===== config.mk =====
export PLATFORM = sky130hd
export DESIGN_NAME = rom_loader
export DESIGN_NICKNAME = d
export VERILOG_FILES = /design/src/rtl/rom_loader_pkg.sv /design/src/rtl/rom_loader_asm.sv /design/src/rtl/rom_loader.sv
export SDC_FILE = /design/constraint.sdc
export NUM_CORES = 1
export LEC_CHECK = 0
export BUFFER_PORTS_ARGS = -buffer_cell sky130_fd_sc_hd__buf_4
export CORE_ASPECT_RATIO = 0.6
export CORE_MARGIN = 2
export CORE_UTILIZATION = 30
export CTS_CLUSTER_DIAMETER = 30
export DETAILED_ROUTE_END_ITERATION = 12
export PLACE_DENSITY = 0.51
export SYNTH_ARGS = -nofsm -noshare
export SYNTH_HDL_FRONTEND = slang
export SYNTH_SLANG_ARGS = --single-unit
export TNS_END_PERCENT = 5

===== constraint.sdc =====
create_clock -name clk -period 2.51 [get_ports clk]
set_input_delay 0.251 -clock clk [delete_from_list [all_inputs] [get_ports clk]]
set_output_delay 0.251 -clock clk [all_outputs]
set_load 0.05 [all_outputs]

===== src/rtl/rom_loader_pkg.sv =====
// Shared FSM encoding and word-assembly constants for the ROM loader.
// ROM_LOADER_CHECKSUM_EN adds the CSUM state and a trailing checksum byte.
package rom_loader_pkg;

    localparam int BYTES_PER_WORD = 4;
    localparam int BCNT_W         = $clog2(BYTES_PER_WORD);
    localparam int LEN_W          = 16;

`ifdef ROM_LOADER_CHECKSUM_EN
    typedef enum logic [2:0] {
        ST_LEN0 = 3'd0,
        ST_LEN1 = 3'd1,
        ST_DATA = 3'd2,
        ST_CSUM = 3'd3,
        ST_DONE = 3'd4,
        ST_ERR  = 3'd5
    } state_t;

    localparam state_t ST_AFTER_DATA = ST_CSUM;
`else
    typedef enum logic [2:0] {
        ST_LEN0 = 3'd0,
        ST_LEN1 = 3'd1,
        ST_DATA = 3'd2,
        ST_DONE = 3'd4,
        ST_ERR  = 3'd5
    } state_t;

    localparam state_t ST_AFTER_DATA = ST_DONE;
`endif

endpackage


===== src/rtl/rom_loader_asm.sv =====
// Byte-to-word assembler: little-endian shift register with a 2-bit byte counter.
// o_word_done flags the byte that completes a word; o_word is valid alongside it.
module rom_loader_asm
    import rom_loader_pkg::*;
(
    input  logic        clk,
    input  logic        rst,
    input  logic        i_clear,
    input  logic        i_push,
    input  logic [7:0]  i_byte,
    output logic        o_word_done,
    output logic [31:0] o_word
);

    logic [BCNT_W-1:0] r_bcnt;
    logic [31:0]       r_shift;

    // Bytes enter at the top and shift down, so the first byte ends in bits 7:0.
    always_ff @(posedge clk) begin
        if (rst || i_clear) begin
            r_bcnt  <= '0;
            r_shift <= '0;
        end else if (i_push) begin
            r_bcnt  <= r_bcnt + BCNT_W'(1);
            r_shift <= {i_byte, r_shift[31:8]};
        end
    end

    assign o_word_done = i_push && (r_bcnt == BCNT_W'(BYTES_PER_WORD - 1));
    assign o_word      = {i_byte, r_shift[31:8]};

endmodule


===== src/rtl/rom_loader.sv =====
// Streams a length-prefixed image into the core's instruction ROM write port, holding the
// core in reset until the image is complete. ROM_LOADER_CHECKSUM_EN enables a trailing checksum.
module rom_loader
    import rom_loader_pkg::*;
#(
    parameter int ADDR_W = 12
) (
    input  logic              clk,
    input  logic              rst,
    input  logic              rx_valid,
    input  logic [7:0]        rx_data,
    output logic              rx_ready,
    output logic              rom_we,
    output logic [ADDR_W-1:0] rom_waddr,
    output logic [31:0]       rom_wdata,
    output logic              core_hold,
    output logic              load_done,
    output logic              load_err
);

    localparam logic [LEN_W:0] ONE_X     = {{LEN_W{1'b0}}, 1'b1};
    localparam logic [LEN_W:0] MAX_WORDS = ONE_X << ADDR_W;

    state_t            r_state;
    state_t            w_next;
    logic [LEN_W-1:0]  r_len;
    logic [ADDR_W-1:0] r_wcnt;
    logic              r_we;
    logic [ADDR_W-1:0] r_waddr;
    logic [31:0]       r_wdata;

    logic              w_accept;
    logic              w_push;
    logic              w_clear;
    logic              w_word_done;
    logic [31:0]       w_word;
    logic [LEN_W-1:0]  w_len_full;
    logic              w_len_zero;
    logic              w_oversize;
    logic              w_last_word;

    assign w_accept    = rx_valid && rx_ready;
    assign w_push      = w_accept && (r_state == ST_DATA);
    assign w_clear     = w_accept && (r_state == ST_LEN1);
    assign w_len_full  = {rx_data, r_len[7:0]};
    assign w_len_zero  = (w_len_full == '0);
    assign w_oversize  = ({1'b0, w_len_full} > MAX_WORDS);
    assign w_last_word = ({{(LEN_W + 1 - ADDR_W){1'b0}}, r_wcnt} == ({1'b0, r_len} - ONE_X));

    rom_loader_asm u_asm (
        .clk         (clk),
        .rst         (rst),
        .i_clear     (w_clear),
        .i_push      (w_push),
        .i_byte      (rx_data),
        .o_word_done (w_word_done),
        .o_word      (w_word)
    );

`ifdef ROM_LOADER_CHECKSUM_EN
    logic [7:0] r_sum;
    logic       w_sum_ok;

    assign w_sum_ok = ((r_sum + rx_data) == 8'h00);

    always_ff @(posedge clk) begin
        if (rst) begin
            r_sum <= 8'h00;
        end else if (w_push) begin
            r_sum <= r_sum + rx_data;
        end
    end
`endif

    always_ff @(posedge clk) begin
        if (rst) begin
            r_state <= ST_LEN0;
        end else begin
            r_state <= w_next;
        end
    end

    always_comb begin
        w_next = r_state;
        case (r_state)
            ST_LEN0: begin
                if (w_accept) w_next = ST_LEN1;
            end
            ST_LEN1: begin
                if (w_accept) begin
                    if (w_len_zero)      w_next = ST_AFTER_DATA;
                    else if (w_oversize) w_next = ST_ERR;
                    else                 w_next = ST_DATA;
                end
            end
            ST_DATA: begin
                if (w_word_done && w_last_word) w_next = ST_AFTER_DATA;
            end
`ifdef ROM_LOADER_CHECKSUM_EN
            ST_CSUM: begin
                if (w_accept) w_next = w_sum_ok ? ST_DONE : ST_ERR;
            end
`endif
            default: ;
        endcase
    end

    // DONE is entered with the final write still in flight; completion shows a cycle later.
    always_comb begin
        rx_ready  = 1'b0;
        load_done = 1'b0;
        load_err  = 1'b0;
        case (r_state)
            ST_DONE: load_done = !r_we && !rst;
            ST_ERR:  load_err  = !rst;
            default: rx_ready  = !rst;
        endcase
        core_hold = !load_done;
    end

    always_ff @(posedge clk) begin
        if (rst) begin
            r_len   <= '0;
            r_wcnt  <= '0;
            r_we    <= 1'b0;
            r_waddr <= '0;
            r_wdata <= '0;
        end else begin
            r_we <= w_word_done;
            if (w_accept && (r_state == ST_LEN0)) r_len[7:0]       <= rx_data;
            if (w_accept && (r_state == ST_LEN1)) r_len[LEN_W-1:8] <= rx_data;
            if (w_word_done) begin
                r_waddr <= r_wcnt;
                r_wdata <= w_word;
                r_wcnt  <= r_wcnt + ADDR_W'(1);
            end
        end
    end

    assign rom_we    = r_we;
    assign rom_waddr = r_waddr;
    assign rom_wdata = r_wdata;

endmodule


==> metrics.md <==
| Metric | Value |
|---|---|
| Outcome | `completed` |
| Syn Std Cell Area | `4270 um2` |
| YS warnings | `0` |
| Syn Nets | `549` |
| Fin area | `5190 um2` |
| Initial antenna violation count | `0` |
| GPL Wtd Cong | `0.889` |
| Number of synthesized flops with an enable pin | `0` |
| Endpoints failing hold | `0` |
| First-pass GRT wire length | `between 15 and 20 mm` |
| Final WL | `11.5 mm` |
| GR Util All Layers | `15.7%` |
| Die Width | `158 um` |
| Tmin final | `around 2.4 ns` |
| CTS Buf Count | `9` |
| Hold crit path type | `in -> reg` |
| Post-Synth Adder-Cell Area | `approximately 1.2%` |
| Root Driver | `clkbuf_16` |
| IO Pins | `60` |
| # rows | `33` |
| Crit share post-route | `a little over nine tenths` |
| Simple-gate portion of the synthesized area | `26.4%` |
| HPWL Detailed | `between 8 and 9 mm` |
| Xor/xnor share of the synthesized area | `around 5.3%` |
| CP startpoint kind | `flip-flop` |
| Max-Cap Viols | `0` |
| CTS clk-pin slew, worst paths | `0.07 ns` |
| Setup Skew | `0.00512 ns` |
| Synth Area per Inst | `7.99 um2` |
| Vias/cell | `4.72` |
| Max Fanout on Critical Path | `8` |
| Final setup fails | `0` |
| Maximum VDD drop | `slightly above 0.0003 V` |
| Area Overhead vs Synth | `21.7%` |
| PortBufs | `59` |
| Mux share of post-synthesis cell area | `2.38%` |
| H-Tree Depth | `3` |
| Starting density of the core | `31.0%` |
| Ant. Diodes | `0` |
| Pins over their slew limit | `0` |
| Nets@finish | `597` |
| Delay-heaviest family, CP | `compound AO/OA/AOI/OAI gates` |
| Core area | `13700 um2` |
| DP Area | `between 4000 and 5000 um2` |
| Post-CTS setup buffers | `0` |
| CP cell instances | `inv_1, ha_2, or3b_4, and2_1, o21ba_1, a2111o_1, o41ai_1, a21oi_1` |
| FMAX | `0.423 GHz` |
| Post-synth cell types | `around 50` |
| Async set-reset flop share out of synthesis | `0%` |
| Clock Sinks | `102` |
| Die ar. | `15200 um2` |
| Worst Tran Pin Value | `0.718 ns` |
| Final Worst Setup Slack | `0.147 ns` |
| First drt pass iteration count | `4` |
| GRT overflow | `0` |
| Post-Syn Instances | `534` |
| Pin count of the biggest net entering global routing | `66` |
| Initial detailed-routing violation count | `189` |
| Crit. End Element | `flip-flop` |
| Slowest CP cell | `or3b_4` |
| Non-filler cells, final | `778` |
| PostCTS Resize Cnt | `0` |
| RSZ-0062 raised after global routing | `no` |
| Pleak | `roughly 1.9 nW` |
| Final setup TNS | `0 ns` |
| Slew HR | `52.1%` |
| Post-CTS Hold Fix Bufs | `0` |
| Detail Route Antenna Nets | `0` |
| Slowest cell delay on critical path | `~0.44 ns` |
| Crit Path Class | `reg -> reg` |
| Pwr/cell area | `634 nW/um2` |
| Clock Path Buffers | `2` |
| Dpl ws | `0.0704 ns` |
| CP Data Required Time | `2.71 ns` |
| Final core utilization | `37.7%` |
| Share of cells above drive strength 1 | `16.4%` |
| DR DRC count | `0` |
| Largest family of logic cells by synthesized area | `simple AND/OR/NAND/NOR gates` |
| Latest clock arrival within the worst-skew pair | `0.34 ns` |
| Synth Area in Compound Gates | `around an eighth` |
| Predominant post-synthesis flop cell | `dfxtp_1` |
| Seq/Total Area, Yosys | `47.9%` |
| #FFs+latches synth | `102` |
| Routed length per instance | `14.8 um` |
| CTS tree | `done` |
| Die height | `between 90 and 100 um` |
| Placed cell count | `~760` |
| Via count | `3676` |
| Vias in the first global route | `3400` |
| CP Data Arrival Time | `2.56 ns` |
| CP Buf/Inv Count | `1` |
-- per-layer routing --
layer  track usage [%]  wire length, um  vias up
li1                  -                -     1878
met4              3.83              102        0
met3              4.37             1000       12
met5                 0                0        -
met1              25.0             6290     1691
met2              20.1             4120       95
-- per-stage QoR --
step | power (W) | hold slack [ns]
after floorplan | 0.00185 | 0.366
after global placement | 0.00192 | 0.437
after detailed placement | 0.00192 | 0.442
after CTS | 0.00333 | 0.157
after global routing | 0.00342 | 0.187
final | 0.00329 | 0.169
-- Yosys cell counts (2+ instances only) --
master	number	area share, %
a21oi_1	74	8.7
and2_1	4	0.59
and3_1	2	0.29
buf_1	2	0.18
buf_2	3	0.35
buf_6	2	0.53
clkbuf_1	27	2.4
dfxtp_1	102	48
ha_1	4	1.2
inv_1	5	0.44
mux2i_1	9	2.1
nand2_1	158	14
nand2b_1	3	0.44
nand3_1	17	2.0
nand4_1	7	1.0
nor2_1	29	2.6
nor2b_1	2	0.29
nor3_1	7	0.82
nor4_1	5	0.73
nor4b_2	2	0.70
o211ai_1	2	0.35
o21ai_0	4	0.47
o21ai_1	11	1.3
or3_1	2	0.29
or4_1	2	0.35
or4_4	2	0.53
xnor2_1	12	2.5
xor2_1	14	2.9
-- flip-flops by register name, summed over array words and instances (netlist names) --
signal	count
u_asm.r_shift	24
r_len	16
r_state	3
u_asm.r_bcnt	2
r_wcnt	12
rom_wdata	32
rom_we	1
rom_waddr	12
-- worst paths after layout --
kind | start | endpoint | slack, ns | cells past startpoint
setup / recovery | r_len[0]$_SDFFE_PP0P_ | r_state[1]$_SDFFE_PP0P_ | 0.15 | 8
hold / removal | rx_data[1] | rom_wdata[25]$_SDFFE_PP0P_ | 0.17 | 3
setup reg to reg | r_len[0]$_SDFFE_PP0P_ | r_state[1]$_SDFFE_PP0P_ | 0.15 | 8
hold reg to reg | u_asm.r_shift[14]$_SDFFE_PP0P_ | rom_wdata[6]$_SDFFE_PP0P_ | 0.45 | 2
-- placed cells by master (no fill, tap or decap), drive strengths merged, types with 2 or more instances in the layout --
cell and instances:
nor4 5, dfxtp 102, nand3 17, o211ai 2, xnor2 12, ha 4, or4 4, nor4b 3
o21ai 15, inv 7, buf 73, mux2i 9, or3 2, nand2b 3, a21oi 74, xor2 14
nand2 159, nor3 8, or3b 2, nor2 29, nor2b 2, nand4 7, and3 2, clkbuf 12
and2 4
-- kinds of logic after synthesis --
kind of cell,after synthesis
and+or+nand+nor,250
muxes,10
adders and majority gates,4
buffers and inverters,42
xor gates and xnor gates,26
AOI/OAI and AO/OA,100
DFF,102
-- power by group --
part / switching [W] / internal (W) / total, W
logic: 0.000144 / 0.000100 / 0.000244
registers: 0.0000175 / 0.00163 / 0.00165
clock network: 0.000601 / 0.000798 / 0.00140
-- tightest hold or removal path, stage by stage --
cell,delay (ns)
buf_4,0.12
nand2_1,0.05
o21ai_1,0.06
-- cell type report --
type                            instances  area, um2
Fill cell                            1452       8560
Clock inverter                          3       43.8
Multi-Input combinational cell        390       2050
Tap cell                              192        240
Inverter                                6       22.5
Clock buffer                           12        246
Sequential cell                       102       2040
Timing Repair Buffer                   73        548
No activity file was read; power rests on OpenSTA's default activity.
